File: src/rtl/jdrosent_pulse_train_gen.sv
// Pulse-train transmitter: on a synchronized trigger edge, emits count pulses whose high and
// low phases each last width+1 cycles, then strobes done for one cycle.
module jdrosent_pulse_train_gen #(
    parameter int unsigned CNT_W = 3,
    parameter int unsigned WID_W = 2
) (
    input  logic             clk,
    input  logic             rst_n,
    input  logic             trig_in,
    input  logic [CNT_W-1:0] count,
    input  logic [WID_W-1:0] width,
    output logic             pulse_out,
    output logic             busy,
    output logic             done,
    output logic [CNT_W-1:0] remaining,
    output logic [1:0]       state
);

    typedef enum logic [1:0] {
        StIdle = 2'd0,
        StHigh = 2'd1,
        StLow  = 2'd2,
        StDone = 2'd3
    } state_e;

    localparam logic [CNT_W-1:0] RemOne   = CNT_W'(1);
    localparam logic [WID_W-1:0] PhaseOne = WID_W'(1);

    state_e           state_q, state_d;
    logic [WID_W-1:0] phase_q, phase_d;
    logic [WID_W-1:0] width_q, width_d;
    logic [CNT_W-1:0] rem_q, rem_d;
    logic             s1_q, s2_q, s3_q;
    logic             pulse_q, pulse_d;
    logic             busy_q, busy_d;
    logic             done_q, done_d;
    logic             trig_edge;

    // s1/s2 resynchronize the asynchronous trigger; s3 delays s2 for edge detection.
    assign trig_edge = s2_q & ~s3_q;

    always_comb begin
        state_d = state_q;
        phase_d = phase_q;
        width_d = width_q;
        rem_d   = rem_q;
        unique case (state_q)
            StIdle: begin
                if (trig_edge) begin
                    width_d = width;
                    if (count != '0) begin
                        state_d = StHigh;
                        rem_d   = count;
                        phase_d = width;
                    end else begin
                        state_d = StDone;
                    end
                end
            end
            StHigh: begin
                if (phase_q == '0) begin
                    state_d = StLow;
                    phase_d = width_q;
                    rem_d   = rem_q - RemOne;
                end else begin
                    phase_d = phase_q - PhaseOne;
                end
            end
            StLow: begin
                if (phase_q == '0) begin
                    if (rem_q != '0) begin
                        state_d = StHigh;
                        phase_d = width_q;
                    end else begin
                        state_d = StDone;
                    end
                end else begin
                    phase_d = phase_q - PhaseOne;
                end
            end
            StDone: begin
                state_d = StIdle;
            end
            default: begin
                state_d = StIdle;
            end
        endcase

        // Outputs are decoded from the next state so they register alongside it.
        pulse_d = (state_d == StHigh);
        busy_d  = (state_d == StHigh) || (state_d == StLow);
        done_d  = (state_d == StDone);
    end

    always_ff @(posedge clk or negedge rst_n) begin
        if (!rst_n) begin
            state_q <= StIdle;
            phase_q <= '0;
            width_q <= '0;
            rem_q   <= '0;
            s1_q    <= 1'b0;
            s2_q    <= 1'b0;
            s3_q    <= 1'b0;
            pulse_q <= 1'b0;
            busy_q  <= 1'b0;
            done_q  <= 1'b0;
        end else begin
            state_q <= state_d;
            phase_q <= phase_d;
            width_q <= width_d;
            rem_q   <= rem_d;
            s1_q    <= trig_in;
            s2_q    <= s1_q;
            s3_q    <= s2_q;
            pulse_q <= pulse_d;
            busy_q  <= busy_d;
            done_q  <= done_d;
        end
    end

    assign pulse_out = pulse_q;
    assign busy      = busy_q;
    assign done      = done_q;
    assign remaining = rem_q;
    assign state     = state_q;

endmodule

File: config.mk
export PLATFORM = sky130hd
export DESIGN_NAME = jdrosent_pulse_train_gen
export DESIGN_NICKNAME = d
export VERILOG_FILES = /design/src/rtl/jdrosent_pulse_train_gen.sv
export SDC_FILE = /design/constraint.sdc
export NUM_CORES = 1
export LEC_CHECK = 0
export CELL_PAD_IN_SITES_DETAIL_PLACEMENT = 1
export CELL_PAD_IN_SITES_GLOBAL_PLACEMENT = 2
export CORE_MARGIN = 2
export CORE_UTILIZATION = 29
export CTS_CLUSTER_DIAMETER = 60
export DETAILED_ROUTE_END_ITERATION = 12
export GPL_ROUTABILITY_DRIVEN = 0
export PLACE_DENSITY_LB_ADDON = 0.1
export RECOVER_POWER = 100
export SYNTH_ARGS = -nofsm -noshare
export SYNTH_HDL_FRONTEND = slang
export SYNTH_SLANG_ARGS = --single-unit
File: constraint.sdc
create_clock -name clk -period 1.9 [get_ports clk]
set_clock_uncertainty 0.15 [all_clocks]
set_input_delay 0.38 -clock clk [delete_from_list [all_inputs] [get_ports clk]]
set_output_delay 0.38 -clock clk [all_outputs]
set_load 0.01 [all_outputs]
## After elaboration in Yosys (flattened, before gate mapping)

Index checks and enable logic that the tools add are counted.
Widths: inputs -> output; s select.

| word-level totals | value |
|---|---|
| register bits after elaboration | 15 |
| input port bits | 8 |
| output and inout port bits | 8 |

| operators by class | value |
|---|---|
| add/sub/neg operators | 2 |
| eq/ne operators | 10 |
| multiplexer cells | 16 |
| bitwise logic cells | 2 |
| reductions and logical operators | 10 |

Operators by type and width:

| kind | count |
|---|---|
| $mux 2 | 10 |
| $mux 3 | 3 |
| $reduce_bool 3->1 | 3 |
| $eq 2x2->1 const B | 4 |
| $pmux 2 s4 | 1 |
| $reduce_and 4->1 | 2 |
| $ne 2x2->1 const B | 3 |
| $pmux 2 s3 | 1 |
| $pmux 3 s2 | 1 |
| $eq 2x1->1 const B | 2 |
| $logic_not 2->1 | 2 |
| $ne 3x3->1 const B | 1 |
| $sub 3x1->3 const B | 1 |
| $reduce_and 2->1 | 1 |
| $reduce_bool 2->1 | 1 |
| $sub 2x1->2 const B | 1 |
| $and 1x1->1 | 1 |
| $logic_or 1x1->1 | 1 |
| $not 1->1 | 1 |

## Logic depth before layout (Yosys ltp)

Gate-level depths: netlist (run 1).

| logic depth | value |
|---|---|
| depth in word-level cells | 6 |
| mapped depth | 8 |
| mapped depth without buffers | 8 |

## Worst setup path before layout (run 1)

No wires, ideal clock.

| timing path | value |
|---|---|
| path type | register to register |
| start | register state_q[1] (netlist: state[1]) |
| end | register rem_q[2] (netlist: remaining[2]) |
| library setup time | 133 ps |
| arrival time | 1815 ps |
| setup slack | -198 ps |
| stages on the path, launching flop included | 8 |
| path buffers | 1 |
| period minus slack after synthesis | 2098 ps |
| cell sequence | dfrtp_1 -> inv_1 -> ha_1 -> buf_6 -> or3b_4 -> a221oi_4 -> mux2i_1 -> o211ai_1 |

| between the ends | value |
|---|---|
| cells in the longest elaborated chain, start to end | 3 |
| elaborated cells on any way between the ends | 8 |

Ends and longest elaborated chain:

| what | line | source |
|---|---|---|
| from (decl) | 29 | `state_e state_q, state_d;` |
| from (signal assigned) | 97 | `state_q <= StIdle;` |
| from (signal assigned) | 108 | `state_q <= state_d;` |
| $eq 2x1->1 or $logic_not 2->1 (tied branches) | 47 | `unique case (state_q)` |
| $ne 2x2->1 (no source line) or $reduce_bool 2->1 (tied branches) | -- |  |
| $reduce_and 4->1 (no source line) | -- |  |
| to (signal assigned) | 111 | `rem_q <= rem_d;` |
| to (decl) | 32 | `logic [CNT_W-1:0] rem_q, rem_d;` |

Several ways; a longest one is shown, not always the timed one.
A chain may end at the register's enable or synchronous reset.

## Final worst setup path (run 1)

| timing path | value |
|---|---|
| start | register state_q[0] (netlist: state[0]) |
| end | register rem_q[2] (netlist: remaining[2]) |

The elaborated chain is that of the path after synthesis.

==> summary.md, run 1 <==
| Metric | Value |
|---|---|
| Status | `finished, violations left` |
| Violated checks | `setup timing` |
| Global-route wire length before repair | `3370 um` |
| Number of vias per cell after detailed routing | `4.81` |
| Width of the die | `58.4 um` |
| Number of search-and-repair iterations in the first detailed-routing pass | `2` |
| Routed len/inst | `14.0 um` |
| Total of max-cap violations | `0` |
| Site row count | `19` |
| Commonest cells after routing, fill and taps aside | `dfrtp_1 (13), buf_4 (13), clkdlybuf4s50_1 (8), nor2_1 (6), nand2_1 (6)` |
| Inserted Diodes | `0` |
| Yosys reg bits | `15` |
| CTS Sinks | `15` |
| PortBufs | `15` |
| Number of buffer and inverter instances along the worst setup path | `1` |
| Initial antenna violation count | `0` |
| Hold WC Path Type | `reg -> reg` |
| Via count of the first global-routing pass | `710` |
| Total Nets Final | `131` |
| Leading area contributor after synthesis | `dfrtp_1` |
| Crit-path cells | `ha_4 -> buf_4 -> nand2b_2 -> a221oi_4 -> mux2i_1 -> o211ai_1` |
| Mean instance size in the synthesized netlist | `10.9 um2` |
| Number of distinct library cells after synthesis | `28` |
| Largest voltage drop on the vdd net | `655 uV` |
| Final hold slack | `210 ps` |
| Layout Cells excl Fill | `144` |
| Proportion of synthesized chip area in sequential cells | `43.7%` |
| Number of standard cells after synthesis | `79` |
| Critical path class | `reg -> reg` |
| Clock buffers created by TritonCTS | `3` |
| Pwr per Cell Area | `1480 nW/um2` |
| Final count of hold timing violations | `0` |
| Portion of the clock cycle consumed by the worst path in the final layout | `100%` |
| Library cell used as clock root buffer | `clkbuf_4` |
| Highest-delay cell along the critical path | `dfrtp_2` |
| Biggest cell delay along the critical path | `460 ps` |
| FFs w/ async S/R, synth | `100%` |
| Predominant post-synthesis flop cell | `dfrtp_1` |
| Number of synthesized flops with an enable pin | `0` |
| Vertical extent of the die | `58.4 um` |
| Placeable core region | `2780 um2` |
| Top area cells in the synthesized netlist | `dfrtp_1 (44%), ha_1 (13%), mux2i_1 (4.7%)` |
| Clock Path Buffers | `2` |
| Antenna violation net count after detailed routing | `0` |
| Top delay family on crit path | `flip-flops` |
| Total detailed-routing wirelength | `2010 um` |
| Initial DRC Count | `19` |
| Number of vias in the routed layout | `692` |
| Synth Warn # | `0` |
| All-Layer GR Usage | `13.5%` |
| Ratio of cells with drive above 1 in the final layout | `37.2%` |
| Finished Core Util | `44.4%` |
| Clock tree from TritonCTS | `done` |
| Shortest period the worst path allows | `1900 ps` |
| Final HPWL from detailed placement | `1600 um` |
| Clk pin slew, worst setup/hold paths | `100 ps` |
| Starting density of the core | `30.9%` |
| Slew Limit Headroom | `43.3%` |
| Count of pins over their slew limit | `0` |
| Overflow left after global routing | `0` |
| Hold-fix buffers, CTS | `0` |
| Data required time at the worst endpoint | `1920 ps` |
| DRC violation count after routing | `0` |
| Largest net degree at the start of global routing | `16` |
| Setup repair after global routing missed its margin | `true` |
| Clk_lat worst skew | `280 ps` |
| Arrival time of the worst setup path | `1920 ps` |
| Critical path capture point type | `flip-flop` |
| Critical Path Start Type | `flip-flop` |
| Number of I/O pins | `16` |
| Post-Syn Nets | `96` |
| Total die area | `3420 um2` |
| Max Freq | `0.526 GHz` |
| Leakage power | `0.553 nW` |
| # placed instances | `139` |
| Crit path max fanout | `9` |
| Final setup violating endpoints | `1` |
| Sum of negative setup slack | `-0.291 ps` |
| Number of levels the H-tree was split into | `1` |
| Post-synth top area share | `43.7%` |
| Post-synthesis instance area | `860 um2` |
| Worst Max-Slew Pin Slew | `850 ps` |
| Layout overhead on the synthesized area | `43.7%` |
| Worst path setup slack after routing | `-0.291 ps` |
==> metal layers <==
metal	wire length, um	part of all wire (%)	GRT usage [%]
met1	898	45	17.2
met2	979	49	21.3
met3	92	4.6	4.18
met4	42	2.1	5.32
met5	0	0	0
==> report_power, final <==
| group | total, W | internal [W] | switching [W] |
|---|---|---|---|
| sequential | 0.000557 | 0.000448 | 0.000109 |
| clock | 0.000187 | 0.0000782 | 0.000109 |
| combinational | 0.00108 | 0.000575 | 0.000508 |
==> cells in the mapped netlist (all sizes together) (2+ instances only) <==
cell type,count
a21oi,4
nor2,7
ha,9
a31oi,2
mux2,4
o211ai,2
nand2,6
o21ai,3
nor3,2
nand2b,2
dfrtp,15
inv,7
mux2i,4
==> flip-flops by register name (all words and copies together), names as in the netlist <==
name / cells
width_q: 2
state: 2
remaining: 3
s1_q: 1
done: 1
phase_q: 2
pulse_out: 1
s3_q: 1
busy: 1
s2_q: 1
==> layout make-up <==
cell class	instances	area [um2]
clock inverter	1	5.00
fill	318	1550
inverter	7	26.3
timing repair buffer	31	267
multi-input combinational	56	498
clock buffer	3	22.5
tap	31	38.8
sequential	15	378
==> path summary, 6_finish.rpt <==
path	from	endpoint	slack, ps	cells past startpoint
min reg2reg	s1_q$_DFF_PN0_	s2_q$_DFF_PN0_	210	0
max in group asynchronous	rst_n	state[1]$_DFF_PN0_	470	2
max reg2reg	state[0]$_DFF_PN0_	remaining[2]$_DFFE_PN0P_	-0.3	6
min in group asynchronous	rst_n	remaining[2]$_DFFE_PN0P_	550	2
min	s1_q$_DFF_PN0_	s2_q$_DFF_PN0_	210	0
max	state[0]$_DFF_PN0_	remaining[2]$_DFFE_PN0P_	-0.3	6
==> cell families after synthesis <==
kind of cell / after synthesis / share of synthesized area [%]
AO/OA/AOI/OAI: 16 / 13.8
flip-flops: 15 / 43.7
adder cells (fa/ha/maj): 9 / 13.1
buffers and inverters: 8 / 4.37
AND/OR/NAND/NOR: 23 / 15.1
multiplexers: 8 / 9.90
==> per-stage QoR <==
step / total power (W) / setup slack, ps / cell area (um2)
finish: 0.00183 / -0.291 / 1230
global route: 0.00201 / -106 / 1230
CTS: 0.00182 / 11.7 / 1210
detailed placement: 0.00158 / -182 / 1160
global placement: 0.00155 / -160 / 1160
floorplan: 0.00113 / -155 / 873
==> repair_timing <==
action                                  CTS  global route
pin swaps                                 1             1
endpoints found under the setup margin    3             6
buffers inserted                          1             0
resized for setup                         4            17
Power figures use the tool's default switching activity.
==> run 2, diff against run 1 <==
--- a/config.mk
+++ b/config.mk
@@ -5,10 +5,11 @@
 export SDC_FILE = /design/constraint.sdc
 export NUM_CORES = 1
 export LEC_CHECK = 0
+export ABC_AREA = 1
 export CELL_PAD_IN_SITES_DETAIL_PLACEMENT = 1
 export CELL_PAD_IN_SITES_GLOBAL_PLACEMENT = 2
 export CORE_MARGIN = 2
-export CORE_UTILIZATION = 29
+export CORE_UTILIZATION = 26
 export CTS_CLUSTER_DIAMETER = 60
 export DETAILED_ROUTE_END_ITERATION = 12
 export GPL_ROUTABILITY_DRIVEN = 0
==> run 2 against run 1 <==
The flow now finishes without violations. Total power decreased by 0.36%. Core utilization decreased by 8.0 points. Combinational power about the same. Final area decreased by 9.2%. Critical path type is now reg -> out. Highest routed layer unchanged.
==> summary.md, run 2 <==
| Metric | Value |
|---|---|
| Status | `complete, no violations` |
| Top delay family on crit path | `buffers and inverters` |
| Site row count | `20 (+1)` |
| Largest voltage drop on the vdd net | `480 uV (-27%)` |
| Critical path class | `reg -> out` |
| Share of cell area taken by muxes after synthesis | `0% (-9.9 points)` |
| Routed len/inst | `11.6 um (-17%)` |
| Leakage power | `0.569 nW (+2.9%)` |
| Number of vias in the routed layout | `751 (+8.5%)` |
| Number of I/O pins | `16 (unchanged)` |
| Clock tree from TritonCTS | `done` |
| Total Nets Final | `149 (+14%)` |
| Clock buffers created by TritonCTS | `3 (unchanged)` |
| Leading cell type in the layout, fill and taps excluded | `nand2_1` |
| Clk pin slew, worst setup/hold paths | `100 ps (about the same)` |
| Post-synthesis instance area | `852 um2 (-0.87%)` |
| Most numerous cell in the Yosys netlist | `nand2_1` |
| Predominant post-synthesis flop cell | `dfrtp_1` |
| Arrival time of the worst setup path | `1280 ps (-640 ps)` |
| Final hold slack | `211 ps (+0.658 ps)` |
| Biggest cell delay along the critical path | `560 ps (+100 ps)` |
| XOR/XNOR Fraction of Synth Area | `0% (unchanged)` |
| Shortest period the worst path allows | `1810 ps (-91.9 ps)` |
| Post-Syn Nets | `124 (+29%)` |
| Via count of the first global-routing pass | `752 (+5.9%)` |
| Highest-delay cell along the critical path | `clkdlybuf4s50_1` |
| Final HPWL from detailed placement | `1690 um (+5.3%)` |
| Mean instance size in the synthesized netlist | `7.96 um2 (-27%)` |
| Overflow left after global routing | `0 (unchanged)` |
| Post-Synth Simple-Gate Area | `27.9% (+13 points)` |
| Proportion of synthesized chip area in sequential cells | `44.1% (+0.38 points)` |
| Setup repair after global routing missed its margin | `false` |
| Number of buffer and inverter instances along the worst setup path | `1 (unchanged)` |
| Worst path setup slack after routing | `91.6 ps (+91.9 ps)` |
| Number of vias per cell after detailed routing | `4.29 (-11%)` |
| Final setup violating endpoints | `0 (-1)` |
| Post-synth top area share | `44.1% (+0.38 points)` |
| # placed instances | `171 (+23%)` |
| Total detailed-routing wirelength | `2030 um (+0.65%)` |
| Total die area | `3750 um2 (+9.8%)` |
| Final count of hold timing violations | `0 (unchanged)` |
| Vertical extent of the die | `61.2 um (+4.8%)` |
| Clock Path Buffers | `2 (unchanged)` |
| Portion of the clock cycle consumed by the worst path in the final layout | `95.2% (-4.8 points)` |
| Critical path capture point type | `primary output` |
| Leading area contributor after synthesis | `dfrtp_1` |
| DRC violation count after routing | `0 (unchanged)` |
| Layout overhead on the synthesized area | `31.6%` |
| Post-synthesis compound-gate area fraction | `8.22% (-5.6 points)` |
| PortBufs | `15 (unchanged)` |
| Worst Max-Slew Pin Slew | `851 ps (+1.12 ps)` |
| Number of search-and-repair iterations in the first detailed-routing pass | `4 (+2)` |
| Starting density of the core | `27.7% (-3.2 points)` |
| All-Layer GR Usage | `13.2% (-0.31 points)` |
| Library cell used as clock root buffer | `clkbuf_4` |
| CTS Sinks | `15 (unchanged)` |
| Crit path max fanout | `6 (-3)` |
| Finished Core Util | `36.4% (-8.0 points)` |
| Yosys reg bits | `15 (unchanged)` |
| Clk_lat worst skew | `280 ps (about the same)` |
| Largest net degree at the start of global routing | `16 (unchanged)` |
| Post-cts repair resize count | `0 (-4)` |
| Data required time at the worst endpoint | `1370 ps (-550 ps)` |
| Number of standard cells after synthesis | `107 (+35%)` |
| Total of max-cap violations | `0 (unchanged)` |
| Slew Limit Headroom | `43.3% (-0.074 points)` |
| Count of pins over their slew limit | `0 (unchanged)` |
| Adder and majority gate portion of the synthesized area | `13.2% (+0.12 points)` |
| Crit-path cells | `clkdlybuf4s50_1` |
| Number of levels the H-tree was split into | `1 (unchanged)` |
| Post-CTS Repair Setup Buffers | `0 (-1)` |
| Top area cells in the synthesized netlist | `dfrtp_1 (44%), nand2_1 (14%), ha_1 (13%)` |
| Hold WC Path Type | `reg -> reg` |
| Dominant combinational cell family by area after synthesis | `simple AND/OR/NAND/NOR gates` |
| Max FFs per register | `3 (unchanged)` |
| Initial antenna violation count | `0 (unchanged)` |
| Number of distinct library cells after synthesis | `14 (-50%)` |
| Ratio of cells with drive above 1 in the final layout | `12.2% (-25 points)` |
| Layout Cells excl Fill | `175 (+22%)` |
| Post-placement worst setup slack | `19.1 ps (+201 ps)` |
| Inserted Diodes | `0 (unchanged)` |
| Antenna violation net count after detailed routing | `0 (unchanged)` |
| FFs w/ async S/R, synth | `100% (unchanged)` |
| Placeable core region | `3080 um2 (+11%)` |
| Width of the die | `61.2 um (+4.8%)` |
| Top cell types by occurrence after synthesis | `nand2_1 (31), dfrtp_1 (15), inv_1 (13)` |
| Synth Warn # | `0 (unchanged)` |
| Initial DRC Count | `20 (+1)` |
| Sum of negative setup slack | `0 ps (+0.291 ps)` |
| Critical Path Start Type | `flip-flop` |
| Max Freq | `0.553 GHz (+5.1%)` |
| Hold-fix buffers, CTS | `0 (unchanged)` |
| Commonest cells after routing, fill and taps aside | `nand2_1 (33), dfrtp_1 (15), inv_1 (12)` |
| Number of synthesized flops with an enable pin | `0 (unchanged)` |
| Global-route wire length before repair | `3520 um (+4.3%)` |
| Pwr per Cell Area | `1620 nW/um2 (+9.8%)` |
run 2: logic make-up after synthesis:
logic type | count (synthesis)
AO/OA/AOI/OAI | 13
buffers and inverters | 15
AND/OR/NAND/NOR | 55
adder cells (fa/ha/maj) | 9
flip-flops | 15
run 2: path summary, 6_finish.rpt:
kind | startpoint | endpoint | slack [ps] | cells after the start
worst max-delay path | remaining[2]$_DFFE_PN0P_ | remaining[2] | 90 | 1
worst min-delay path | s1_q$_DFF_PN0_ | s2_q$_DFF_PN0_ | 210 | 0
worst max register to register | state[0]$_DFF_PN0_ | busy$_DFF_PN0_ | 160 | 9
worst min register to register | s1_q$_DFF_PN0_ | s2_q$_DFF_PN0_ | 210 | 0
max in group asynchronous | rst_n | remaining[2]$_DFFE_PN0P_ | 520 | 2
min in group asynchronous | rst_n | s2_q$_DFF_PN0_ | 550 | 2
run 2: layout make-up:
type                    count  area [um2]
clock buffers               3        22.5
multi-input cells          77         423
fillers                   391        1960
flip-flops and latches     15         375
well taps                  44        55.1
clock inverters             1        5.00
inverters                  15        56.3
repair buffers             20         184
run 2: metal layers:
layer	GRT usage [%]	part of all wire (%)	up-vias
met1	18.7	51	358
met4	5.59	1.0	0
met5	0	0	-
met2	19.6	45	8
li1	-	-	383
met3	2.52	3.3	2
run 2: power breakdown:
part	switching (W)	internal (W)	leakage, nW
clock	0.000108	0.0000781	0.0177
sequential	0.0000937	0.000451	0.185
combinational	0.000621	0.000469	0.366
total	0.000822	0.000998	0.569
run 2: metrics by stage:
stage | area (um2) | power (W)
final | 1120 | 0.00182
after CTS | 1120 | 0.00187
after global routing | 1120 | 0.00206
after floorplan | 852 | 0.00122
after global placement | 1090 | 0.00166
after detailed placement | 1090 | 0.00168
